### config.mk
export PLATFORM = sky130hd
export DESIGN_NAME = if_id_buffer_flat
export DESIGN_NICKNAME = d
export VERILOG_FILES = /design/src/rtl/if_id_buffer_pkg.sv /design/src/rtl/if_id_buffer_if.sv /design/src/rtl/if_id_buffer_slot.sv /design/src/rtl/if_id_buffer.sv /design/src/flat_wrapper.sv
export SDC_FILE = /design/constraint.sdc
export NUM_CORES = 1
export LEC_CHECK = 0
export ABC_AREA = 1
export BUFFER_PORTS_ARGS = -buffer_cell sky130_fd_sc_hd__buf_2
export CORE_UTILIZATION = 30
export DETAILED_ROUTE_END_ITERATION = 6
export PLACE_DENSITY = 0.5
export SYNTH_ARGS = -nofsm -noshare
export SYNTH_HDL_FRONTEND = slang
export SYNTH_HIERARCHICAL = 1
export SYNTH_SLANG_ARGS = --single-unit
export TNS_END_PERCENT = 100
### constraint.sdc
create_clock -name clk -period 2.75 [get_ports clk]
set_clock_uncertainty 0.2 [all_clocks]
set_input_delay 0.55 -clock clk [delete_from_list [all_inputs] [get_ports clk]]
set_output_delay 0.55 -clock clk [all_outputs]
set_load 0.05 [all_outputs]
### src/rtl/if_id_buffer_pkg.sv
// Shared constants and entry type for the IF/ID buffer.
// Entries carry the fetched PC together with its instruction word.
package ifid_pkg;
  localparam logic [31:0] NOP_INSTR  = 32'hD503201F;
  localparam int          IFID_DEPTH = 2;

  typedef struct packed {
    logic [63:0] pc;
    logic [31:0] instr;
  } ifid_entry_t;

  function automatic ifid_entry_t empty_entry(input logic [31:0] nop);
    ifid_entry_t e;
    e.pc    = 64'd0;
    e.instr = nop;
    return e;
  endfunction
endpackage

### src/rtl/if_id_buffer_if.sv
// Fetch-side and decode-side handshake bundle of the IF/ID buffer.
// slave = buffer view, master = fetch/decode environment view.
interface if_id_buffer_if;
  logic [63:0] pc_in;
  logic [31:0] instr_in;
  logic        fetch_valid;
  logic        fetch_ready;
  logic        flush;
  logic        id_valid;
  logic        id_ready;
  logic [63:0] id_pc;
  logic [31:0] id_instr;

  modport slave (
    input  pc_in, instr_in, fetch_valid, flush, id_ready,
    output fetch_ready, id_valid, id_pc, id_instr
  );

  modport master (
    output pc_in, instr_in, fetch_valid, flush, id_ready,
    input  fetch_ready, id_valid, id_pc, id_instr
  );
endinterface

### src/rtl/if_id_buffer_slot.sv
// One buffer slot: 96-bit enable-gated register, async active-low reset to {0, NOP}.
// Latency: written value visible after the enabling edge. No backpressure of its own.
module ifid_slot
  import ifid_pkg::*;
#(
  parameter logic [31:0] RST_INSTR = 32'hD503201F
) (
  input  logic        clk,
  input  logic        rst_n,
  input  logic        we_i,
  input  ifid_entry_t d_i,
  output ifid_entry_t q_o
);
  ifid_entry_t dat_q;

  always_ff @(posedge clk or negedge rst_n) begin
    if (!rst_n) begin
      dat_q <= empty_entry(RST_INSTR);
    end else if (we_i) begin
      dat_q <= d_i;
    end
  end

  assign q_o = dat_q;
endmodule

### src/rtl/if_id_buffer.sv
// Two-entry IF/ID buffer: in-order {PC, instr} hand-off with flush squashing all entries.
// Latency 1 cycle fetch->decode; fetch_ready is registered-only (low when both slots full).
// Optional IFID_PERF_CNT_EN adds saturating stall/flush counters.
module if_id_buffer #(
  parameter int          DEPTH     = 2,
  parameter logic [31:0] NOP_INSTR = 32'hD503201F
) (
  input  logic            clk,
  input  logic            reset,
  if_id_buffer_if.slave   bus
`ifdef IFID_PERF_CNT_EN
  ,
  output logic [31:0]     stall_cnt,
  output logic [31:0]     flush_cnt
`endif
);
  import ifid_pkg::*;

  localparam logic [1:0] FULL = DEPTH[1:0];

  logic [1:0]  count_q, count_d;
  logic        rd_ptr_q, rd_ptr_d;
  logic        wr_ptr_q, wr_ptr_d;
  logic        push, pop;
  ifid_entry_t wr_dat;
  ifid_entry_t slot_q [2];
  ifid_entry_t head;

  assign bus.fetch_ready = (count_q != FULL);
  assign bus.id_valid    = (count_q != 2'd0);

  assign push = bus.fetch_valid && bus.fetch_ready && !bus.flush;
  assign pop  = bus.id_valid && bus.id_ready && !bus.flush;

  always_comb begin
    count_d  = count_q;
    rd_ptr_d = rd_ptr_q;
    wr_ptr_d = wr_ptr_q;
    if (bus.flush) begin
      count_d  = 2'd0;
      rd_ptr_d = 1'b0;
      wr_ptr_d = 1'b0;
    end else begin
      if (push) wr_ptr_d = ~wr_ptr_q;
      if (pop)  rd_ptr_d = ~rd_ptr_q;
      if (push && !pop)      count_d = count_q + 2'd1;
      else if (pop && !push) count_d = count_q - 2'd1;
    end
  end

  always_ff @(posedge clk or negedge reset) begin
    if (!reset) begin
      count_q  <= 2'd0;
      rd_ptr_q <= 1'b0;
      wr_ptr_q <= 1'b0;
    end else begin
      count_q  <= count_d;
      rd_ptr_q <= rd_ptr_d;
      wr_ptr_q <= wr_ptr_d;
    end
  end

  assign wr_dat.pc    = bus.pc_in;
  assign wr_dat.instr = bus.instr_in;

  for (genvar i = 0; i < 2; i++) begin : g_slot
    ifid_slot #(.RST_INSTR(NOP_INSTR)) u_slot (
      .clk   (clk),
      .rst_n (reset),
      .we_i  (push && (wr_ptr_q == 1'(i))),
      .d_i   (wr_dat),
      .q_o   (slot_q[i])
    );
  end

  assign head         = slot_q[rd_ptr_q];
  // Empty buffer presents a bubble rather than stale slot contents.
  assign bus.id_pc    = bus.id_valid ? head.pc    : 64'd0;
  assign bus.id_instr = bus.id_valid ? head.instr : NOP_INSTR;

`ifdef IFID_PERF_CNT_EN
  logic [31:0] stall_cnt_q, flush_cnt_q;

  always_ff @(posedge clk or negedge reset) begin
    if (!reset) begin
      stall_cnt_q <= 32'd0;
      flush_cnt_q <= 32'd0;
    end else begin
      if (bus.fetch_valid && !bus.fetch_ready && (stall_cnt_q != 32'hFFFF_FFFF))
        stall_cnt_q <= stall_cnt_q + 32'd1;
      if (bus.flush && bus.id_valid && (flush_cnt_q != 32'hFFFF_FFFF))
        flush_cnt_q <= flush_cnt_q + 32'd1;
    end
  end

  assign stall_cnt = stall_cnt_q;
  assign flush_cnt = flush_cnt_q;
`endif
endmodule

### src/flat_wrapper.sv
// flat-port wrapper written by rule: the top's interface ports become plain ports
module if_id_buffer_flat import ifid_pkg::*;
#(
  parameter int          DEPTH     = 2,
  parameter logic [31:0] NOP_INSTR = 32'hD503201F
)
  (clk, reset, bus_pc_in, bus_instr_in, bus_fetch_valid, bus_flush, bus_id_ready, bus_fetch_ready, bus_id_valid, bus_id_pc, bus_id_instr);
  if_id_buffer_if bus_i ();
  input  logic clk;
  input  logic reset;
  input wire logic [$bits(bus_i.pc_in)-1:0] bus_pc_in;
  input wire logic [$bits(bus_i.instr_in)-1:0] bus_instr_in;
  input wire logic [$bits(bus_i.fetch_valid)-1:0] bus_fetch_valid;
  input wire logic [$bits(bus_i.flush)-1:0] bus_flush;
  input wire logic [$bits(bus_i.id_ready)-1:0] bus_id_ready;
  output wire logic [$bits(bus_i.fetch_ready)-1:0] bus_fetch_ready;
  output wire logic [$bits(bus_i.id_valid)-1:0] bus_id_valid;
  output wire logic [$bits(bus_i.id_pc)-1:0] bus_id_pc;
  output wire logic [$bits(bus_i.id_instr)-1:0] bus_id_instr;
  assign bus_i.pc_in = bus_pc_in;
  assign bus_i.instr_in = bus_instr_in;
  assign bus_i.fetch_valid = bus_fetch_valid;
  assign bus_i.flush = bus_flush;
  assign bus_i.id_ready = bus_id_ready;
  assign bus_fetch_ready = bus_i.fetch_ready;
  assign bus_id_valid = bus_i.id_valid;
  assign bus_id_pc = bus_i.id_pc;
  assign bus_id_instr = bus_i.id_instr;
  if_id_buffer #(.DEPTH(DEPTH), .NOP_INSTR(NOP_INSTR)) u_core (.clk(clk), .reset(reset), .bus(bus_i));
endmodule
-- Yosys cells after proc, flatten, opt, wreduce, memory -nomap -nowiden
Cells that the tools add are included.
- register bits: 196
- logic and storage cells: 41
- add/sub/neg operators: 2
- magnitude comparators: 1
- eq/ne operators: 1
- mux-type cells: 12
- bitwise operators: 3
- reductions and logical operators: 15
- operator list (kind ; number):
    two-way mux 96 bit ; 3
    two-way mux 64 bit ; 1
    two-way mux 32 bit ; 1
    logical AND 1 bit ; 8
    two-way mux 2 bit ; 3
    nonzero test 2 bit ; 3
    two-way mux 1 bit ; 4
    zero test 1 bit ; 3
    nonzero test 3 bit ; 1
    adder 2 x 1 -> 2 bit (second input constant) ; 1
    greater-or-equal comparator 2 bit (second input constant) ; 1
    inequality test 2 bit (second input constant) ; 1
    inverter 1 bit ; 2
    inverter 1 -> 2 bit ; 1
    subtractor 2 x 1 -> 2 bit (second input constant) ; 1

-- Depth between registers and ports, before layout
Gate-level depths: netlist (run 1).
- depth in word-level cells: 8
- depth in mapped cells: 10
- gate-level depth less buffers: 9

-- Hierarchy
The synthesis (run 1) kept the hierarchy.
- modules (own cells, without submodules) (module ; instances ; cells each ; area each (um^2) ; sequential area each (um^2)):
    ifid_slot ; 2 ; 406 ; 3646.0 ; 2418.6
    if_id_buffer ; 1 ; 360 ; 1679.1 ; 100.1

-- Least setup slack after synthesis (run 1)
OpenSTA, ideal clock, no wires.
- path type: register -> output
- start: register u_core.rd_ptr_q
- end: output port bus_id_instr[10]
- data arrival time: 1.662 ns
- data required time: 2.000 ns
- setup slack: 0.338 ns
- cell stages (with the launch flop): 6
- buffers on the path: 2
- cells stage by stage: dfrtp_1 -> buf_4 -> inv_4 -> clkbuf_1 -> nand2_1 -> a21oi_1
- word-level cells in the longest chain between the ends: 5
- RTL lines (element ; line ; text):
    start: declaration ; if_id_buffer.sv:22 ; logic rd_ptr_q, rd_ptr_d;
    start signal: assignment ; if_id_buffer.sv:58 ; rd_ptr_q <= rd_ptr_d;
    inverter 1 -> 2 bit (not written as such) ; if_id_buffer.sv:76 ; assign head = slot_q[rd_ptr_q];
    two-way mux 96 bit (not written as such) (3 in series) ; if_id_buffer.sv:76 ;
    two-way mux 32 bit ; if_id_buffer.sv:79 ; assign bus.id_instr = bus.id_valid ? head.instr : NOP_INSTR;
    end: declaration ; flat_wrapper.sv:19 ; output wire logic [$bits(bus_i.id_instr)-1:0] bus_id_instr;
Every way passes these cells. The select of a mux whose other input is x is not followed.

-- Worst setup path in the final report (run 1)
- start: register u_core.rd_ptr_q
- end: output port bus_id_pc[2]
- word-level cells in the longest chain between the ends: 5
- RTL lines (element ; line ; text):
    inverter 1 -> 2 bit (not written as such) ; if_id_buffer.sv:76 ;
    two-way mux 96 bit (not written as such) (3 in series) ; if_id_buffer.sv:76 ;
    two-way mux 64 bit ; if_id_buffer.sv:78 ; assign bus.id_pc = bus.id_valid ? head.pc : 64'd0;
    end: declaration ; flat_wrapper.sv:18 ; output wire logic [$bits(bus_i.id_pc)-1:0] bus_id_pc;
Every way passes these cells. The select of a mux whose other input is x is not followed.

==> results of run 1 <==
-- per-layer routing --
metal  up-vias  track usage, %  routed length [um]
li1       3904               -                   -
met1      3816            23.0               12300
met2       185            29.5               12100
met3        19            5.37                1800
met4         8            3.59                 186
met5         -               0                  49
-- final timing paths --
check,endpoint,startpoint,depth (start not counted),slack (ns)
worst min register to register,u_core/g_slot[1].u_slot/q_o[0]$_DFFE_PN1P_,u_core/g_slot[1].u_slot/q_o[0]$_DFFE_PN1P_,2,0.26
max in group asynchronous,u_core/g_slot[0].u_slot/q_o[4]$_DFFE_PN1P_,reset,3,1.16
min in group asynchronous,u_core/g_slot[1].u_slot/q_o[49]$_DFFE_PN0P_,reset,2,0.46
worst max-delay path,bus_id_pc[2],u_core/rd_ptr_q$_DFFE_PN0P_,5,0.07
worst max register to register,u_core/g_slot[0].u_slot/q_o[71]$_DFFE_PN0P_,u_core/count_q[0]$_DFFE_PN0P_,8,0.69
worst min-delay path,u_core/g_slot[1].u_slot/q_o[30]$_DFFE_PN1P_,bus_instr_in[30],3,0.11
-- power by group through the flow --
| stage | combinational, mW | clock, mW | sequential [mW] |
|---|---|---|---|
| 6_report | 6.69 | 2.44 | 5.16 |
| 2_1_floorplan | 5.24 | 0 | 4.99 |
| 5_1_grt | 7.41 | 2.65 | 5.33 |
| 3_3_place_gp | 6.65 | 0 | 5.17 |
| 4_1_cts | 6.74 | 2.56 | 5.15 |
| 3_5_place_dp | 6.71 | 0 | 5.19 |
-- synth_stat cells, drive strengths merged --
cell	number	area share, %
nor2	4	0.20
buf	63	4.8
clkinv	1	0.098
dfrtp	170	47
nand2	786	33
o22ai	1	0.070
inv	8	0.42
o21ai	1	0.056
dfstp	26	7.6
a21oi	86	4.9
clkbuf	10	0.42
nand3	16	0.95
-- sequential cells by signal, summed over array words and instances (netlist names) --
signal                    flops
u_core/count_q                2
u_core/g_slot.u_slot/q_o    192
u_core/rd_ptr_q               1
u_core/wr_ptr_q               1
-- cells by family after synthesis --
logic type             Yosys count
and+or+nand+nor                806
DFF                            196
AOI/OAI and AO/OA               88
buffers and inverters           82
-- worst register-to-register path: stages (launching register included) --
cell,delay (ns)
dfrtp_1,0.44
inv_2,0.13
nand2_2,0.08
nand3_2,0.14
nor2_4,0.07
inv_4,0.43
buf_12,0.34
nand2_1,0.11
nand2_1,0.08
-- stage by stage --
step,setup WS [ns],hold WS [ns],area [um^2]
final,0.0653,0.115,10900
after detailed placement,0.438,0.252,10300
after global routing,0.000140,0.0928,10900
after global placement,0.445,0.251,10300
after floorplan,0.338,0.0544,8970
after CTS,0.000242,0.0860,10800
-- what timing repair did --
| action | 4_1_cts | 5_1_grt |
|---|---|---|
| hold buffers | 1 | 0 |
| hold endpoints to repair | 47 | 0 |
| gates cloned | 0 | 1 |
| gates resized for setup | 4 | 7 |
| setup endpoints to repair | 6 | 45 |
-- cell type report --
| cell class | instances | area, um^2 | share of cell area (%) |
|---|---|---|---|
| tap | 384 | 480 | 4.41 |
| sequential | 196 | 4940 | 45.4 |
| inverter | 9 | 48.8 | 0.448 |
| clock buffer | 20 | 437 | 4.01 |
| clock inverter | 12 | 125 | 1.15 |
| multi-input combinational | 894 | 3540 | 32.6 |
| timing repair buffer | 220 | 1310 | 12.0 |
==> out/metrics.csv, run 1 <==
stage,metric,value,unit
power_and_ir_drop,clock network fraction of total power,17.1,%
detailed_routing,Vias,7932,
global_routing,first-pass GRT wire length,42800,um
finish,non-filler instance count after layout,1735,
power_and_ir_drop,Internal Power,7.36,mW
worst_hold_path,Hold Crit Class,input port to register,
timing,Final TNS setup,0,ns
finish,"commonest non-fill, non-tap cells in the layout","782 x nand2_1, 191 x buf_2, 169 x dfrtp_1, 84 x a21oi_1, 26 x dfstp_2",
setup_path,crit path max fanout,27,
yosys,Synth Area in Adders,0,%
finish,Area Growth Syn to Fin,21.4,%
clock_network,clock slew at reported path FFs,0.08,ns
detailed_routing,DR iter-0 viols,578,
timing,Final setup viols,0,
finish,fill count,3182,
floorplan,row cnt,62,
setup_path,crit end category,output port,
setup_path,critical path type,register to output port,
yosys,Syn Nets,1273,
global_routing,pin count of the biggest net entering global routing,97,
floorplan,chip width,175,um
clock_network,postcts setup bufs,0,
placed_design,DP Cell Count,1701,
yosys,Cells after Synth,1172,
finish,# diodes,0,
timing,Slew headroom,59.7,%
timing,Final Critical Period,2.68,ns
global_routing,antenna violations before repair,6,
setup_path,slowest CP cell,dfrtp_4,
yosys,average cell area after synthesis,7.65,um^2
detailed_routing,WL per Instance,15.2,um
detailed_routing,DRC,0,
clock_network,later-pin clock latency in the skew report,0.42,ns
clock_network,Root Buffer,clkbuf_16,
power_and_ir_drop,Flop pwr share,36.1,%
clock_network,htree depth,4,
setup_path,crit-path max cell delay,0.52,ns
yosys,Synth Area in XOR/XNOR,0,%
floorplan,Starting Density,30.8,%
finish,layout cell share with drive strength beyond 1,21.6,%
yosys,largest family of logic cells by synthesized area,simple AND/OR/NAND/NOR gates,
power_and_ir_drop,Sw Pwr,6.93,mW
yosys,post-synthesis sequential area ratio,55.0,%
setup_path,Worst path top cell family by delay,buffers and inverters,
timing,max frequency,372,MHz
yosys,Unique masters post-synth,21,
yosys,Yosys reg bits,196,
floorplan,die height,175,um
power_and_ir_drop,Comb pwr share,46.8,%
detailed_routing,router iterations before antenna repair,5,
timing,Final Max Slew Viols,0,
clock_network,Longest Clk Path Bufs,2,
global_routing,grt ovf,0,
floorplan,die area,30600,um^2
detailed_routing,Final ANT Viol Nets,0,
floorplan,Core ar.,29100,um^2
timing,final hold vios,0,
power_and_ir_drop,Pwr per Cell Area,1310,nW/um^2
setup_path,crit path cell chain,inv_6 -> buf_12 -> nand2_1 -> a21oi_1 -> buf_2,
global_routing,vias in the first global route,7852,
finish,final cell utilization of the core,37.4,%
finish,Post-layout nets,1439,
placed_design,routability cong.,0.761,
yosys,Compound-Gate Fraction of Synth Area,5.01,%
setup_path,worst path bufs/invs,3,
timing,worst slew pin tran,0.604,ns
floorplan,# IOs,199,
detailed_routing,drt total wl,26400,um
yosys,simple-gate portion of the synthesized area,34.3,%
detailed_routing,vias per cell,4.57,
status,status,completed,
power_and_ir_drop,power after layout,14.3,mW
power_and_ir_drop,Max VDD drop,0.772,mV
placed_design,DP HPWL,15800,um
timing,Final period util,97.6,%
placed_design,port buffer count,198,
global_routing,GRT Total Usage,17.8,%
finish,"most common cell after layout, fill and taps aside",nand2_1,
clock_network,CTS buffer count,17,
clock_network,CTS tree,yes,
setup_path,crit start category,register,
run,max-cap viol count,0,
yosys,synthesized cell area,8970,um^2
yosys,mux contribution to synthesized area,0,%
clock_network,clock sink count,196,
power_and_ir_drop,Sw Ratio,48.5,%
yosys,Synth Warn #,6,
power_and_ir_drop,P_leak,5.85,nW
setup_path,Worst Path Required,2.00,ns
setup_path,Worst EP arrival,1.93,ns
timing,setup repair after global routing missed its margin,no,
Power figures use the tool's default switching activity.
==> run 2, diff against run 1 <==
--- a/config.mk
+++ b/config.mk
@@ -9,7 +9,9 @@
 export BUFFER_PORTS_ARGS = -buffer_cell sky130_fd_sc_hd__buf_2
 export CORE_UTILIZATION = 30
 export DETAILED_ROUTE_END_ITERATION = 6
+export GPL_TIMING_DRIVEN = 0
 export PLACE_DENSITY = 0.5
+export SKIP_CTS_REPAIR_TIMING = 1
 export SYNTH_ARGS = -nofsm -noshare
 export SYNTH_HDL_FRONTEND = slang
 export SYNTH_HIERARCHICAL = 1
==> out/metrics.csv, run 2 (same netlist as run 1, synthesis figures left out) <==
stage,metric,value,unit,change
power_and_ir_drop,Pwr per Cell Area,1310,nW/um^2,about the same
timing,final hold vios,0,,unchanged
timing,Final period util,96.6,%,was 97.6%
floorplan,die area,30600,um^2,unchanged
detailed_routing,drt total wl,27300,um,was 26400 um
finish,"most common cell after layout, fill and taps aside",nand2_1,,unchanged
timing,worst setup margin,0.0930,ns,was 0.0653 ns
detailed_routing,Final ANT Viol Nets,0,,unchanged
timing,Slew headroom,53.5,%,was 59.7%
global_routing,GRT Total Usage,18.3,%,was 17.8%
detailed_routing,Vias,8038,,was 7932
global_routing,vias in the first global route,7758,,was 7852
setup_path,slowest CP cell,dfrtp_1,,was dfrtp_4
power_and_ir_drop,P_leak,6.08,nW,was 5.85 nW
global_routing,first-pass GRT wire length,43700,um,was 42800 um
detailed_routing,DR iter-0 viols,593,,was 578
detailed_routing,WL met1,12900,um,was 12300 um
detailed_routing,vias per cell,4.50,,was 4.57
clock_network,CTS tree,yes,,unchanged
placed_design,routability cong.,0.790,,was 0.761
timing,max frequency,376,MHz,was 372 MHz
placed_design,placed cell areas,10500,um^2,was 10300 um^2
finish,Area Growth Syn to Fin,25.3,%,was 21.4%
detailed_routing,DRC,0,,unchanged
detailed_routing,router iterations before antenna repair,5,,unchanged
timing,Final Critical Period,2.66,ns,was 2.68 ns
timing,Final TNS setup,0,ns,unchanged
finish,Post-layout nets,1492,,was 1439
timing,Final setup viols,0,,unchanged
floorplan,chip width,175,um,unchanged
timing,setup repair after global routing missed its margin,yes,,was no
clock_network,clock slew at reported path FFs,0.08,ns,about the same
clock_network,Root Buffer,clkbuf_16,,unchanged
status,status,completed,,unchanged
clock_network,later-pin clock latency in the skew report,0.44,ns,was 0.42 ns
finish,"commonest non-fill, non-tap cells in the layout","782 x nand2_1, 176 x buf_2, 169 x dfrtp_1, 81 x a21oi_1, 40 x buf_4",,"was 782 x nand2_1, 191 x buf_2, 169 x dfrtp_1, 84 x a21oi_1, 26 x dfstp_2"
detailed_routing,Highest Signal Layer,met5,,unchanged
setup_path,crit start category,register,,unchanged
setup_path,crit end category,output port,,unchanged
run,max-cap viol count,0,,unchanged
setup_path,crit path max fanout,10,,was 27
global_routing,antenna violations before repair,4,,was 6
power_and_ir_drop,Max VDD drop,0.734,mV,was 0.772 mV
placed_design,DP HPWL,18200,um,was 15800 um
detailed_routing,WL per Instance,15.2,um,about the same
placed_design,DP Worst Slack,0.255,ns,was 0.438 ns
floorplan,Core ar.,29100,um^2,unchanged
finish,layout cell share with drive strength beyond 1,24.6,%,was 21.6%
setup_path,crit-path max cell delay,0.36,ns,was 0.52 ns
finish,# diodes,0,,unchanged
finish,Finished Cell Area,11200,um^2,was 10900 um^2
setup_path,Worst Path Required,2.00,ns,about the same
global_routing,pin count of the biggest net entering global routing,112,,was 97
global_routing,grt ovf,0,,unchanged
timing,Final Max Slew Viols,0,,unchanged
worst_hold_path,Hold Crit Class,input port to register,,unchanged
clock_network,CTS buffer count,17,,unchanged
clock_network,htree depth,4,,unchanged
detailed_routing,met3 WL,1680,um,was 1800 um
detailed_routing,Met2 Wirelength,12400,um,was 12100 um
finish,Largest register FFs,192,,unchanged
setup_path,critical path type,register to output port,,unchanged
clock_network,clock sink count,196,,unchanged
setup_path,crit path cell chain,buf_4 -> inv_8 -> clkbuf_4 -> nand2_1 -> a21oi_1 -> clkbuf_4,,was inv_6 -> buf_12 -> nand2_1 -> a21oi_1 -> buf_2
setup_path,CP dominant cell by count,clkbuf_4,,
timing,worst slew pin tran,0.698,ns,was 0.604 ns
floorplan,row cnt,62,,unchanged
floorplan,# IOs,199,,unchanged
setup_path,Worst EP arrival,1.91,ns,was 1.93 ns
floorplan,Starting Density,30.8,%,unchanged
floorplan,die height,175,um,unchanged
placed_design,port buffer count,198,,unchanged
clock_network,Longest Clk Path Bufs,2,,unchanged
==> run 2: final timing paths <==
check	from	cells past startpoint	to	slack [ns]
setup / recovery	u_core/rd_ptr_q$_DFFE_PN0P_	6	bus_id_pc[24]	0.09
hold / removal	bus_instr_in[30]	3	u_core/g_slot[1].u_slot/q_o[30]$_DFFE_PN1P_	0.11
setup reg to reg	u_core/count_q[0]$_DFFE_PN0P_	9	u_core/g_slot[0].u_slot/q_o[24]$_DFFE_PN1P_	0.88
hold reg to reg	u_core/g_slot[1].u_slot/q_o[3]$_DFFE_PN1P_	2	u_core/g_slot[1].u_slot/q_o[3]$_DFFE_PN1P_	0.26
max in group asynchronous	reset	3	u_core/g_slot[1].u_slot/q_o[95]$_DFFE_PN0P_	0.81
min in group asynchronous	reset	2	u_core/g_slot[1].u_slot/q_o[49]$_DFFE_PN0P_	0.49
==> run 2: report_power, final <==
part	switching, mW	internal, mW	leakage (nW)	total [mW]
Clock	1.26	1.21	0.279	2.46
Combinational	5.13	1.99	3.41	7.12
Sequential	0.714	4.39	2.39	5.11
Total	7.10	7.59	6.08	14.7
==> run 2: layout make-up <==
cell class	instances	area (um^2)
fillers	3143	17800
multi-input cells	894	3530
repair buffers	200	1150
inverters	9	51.3
flip-flops and latches	196	4940
clock buffers	17	425
clock inverters	15	143
well taps	384	480
plain buffers	73	518
==> run 2: critical path, delay by kind of cell (launching register included) <==
kind                   cells  cell delay (ns)
and+or+nand+nor            1             0.07
AOI/OAI and AO/OA          1             0.22
buffers and inverters      4             0.81
DFF                        1             0.36
==> run 2: per-stage QoR <==
stage | std cells | hold slack, ns | utilization, % | total power [mW]
after global placement | 1754 | 0.249 | 35.9 | 12.0
after detailed placement | 1755 | 0.252 | 36.0 | 12.1
final | 1788 | 0.111 | 38.6 | 14.7
after global routing | 1788 | 0.0977 | 38.6 | 15.8
after CTS | 1787 | -0.0690 | 38.0 | 14.6
after floorplan | 1172 | 0.0544 | - | 10.2
==> run 2: routing by layer <==
metal / track usage [%] / vias up
li1: - / 4017
met1: 25.4 / 3804
met2: 29.0 / 189
met3: 4.48 / 20
met4: 3.80 / 8
met5: 0 / -
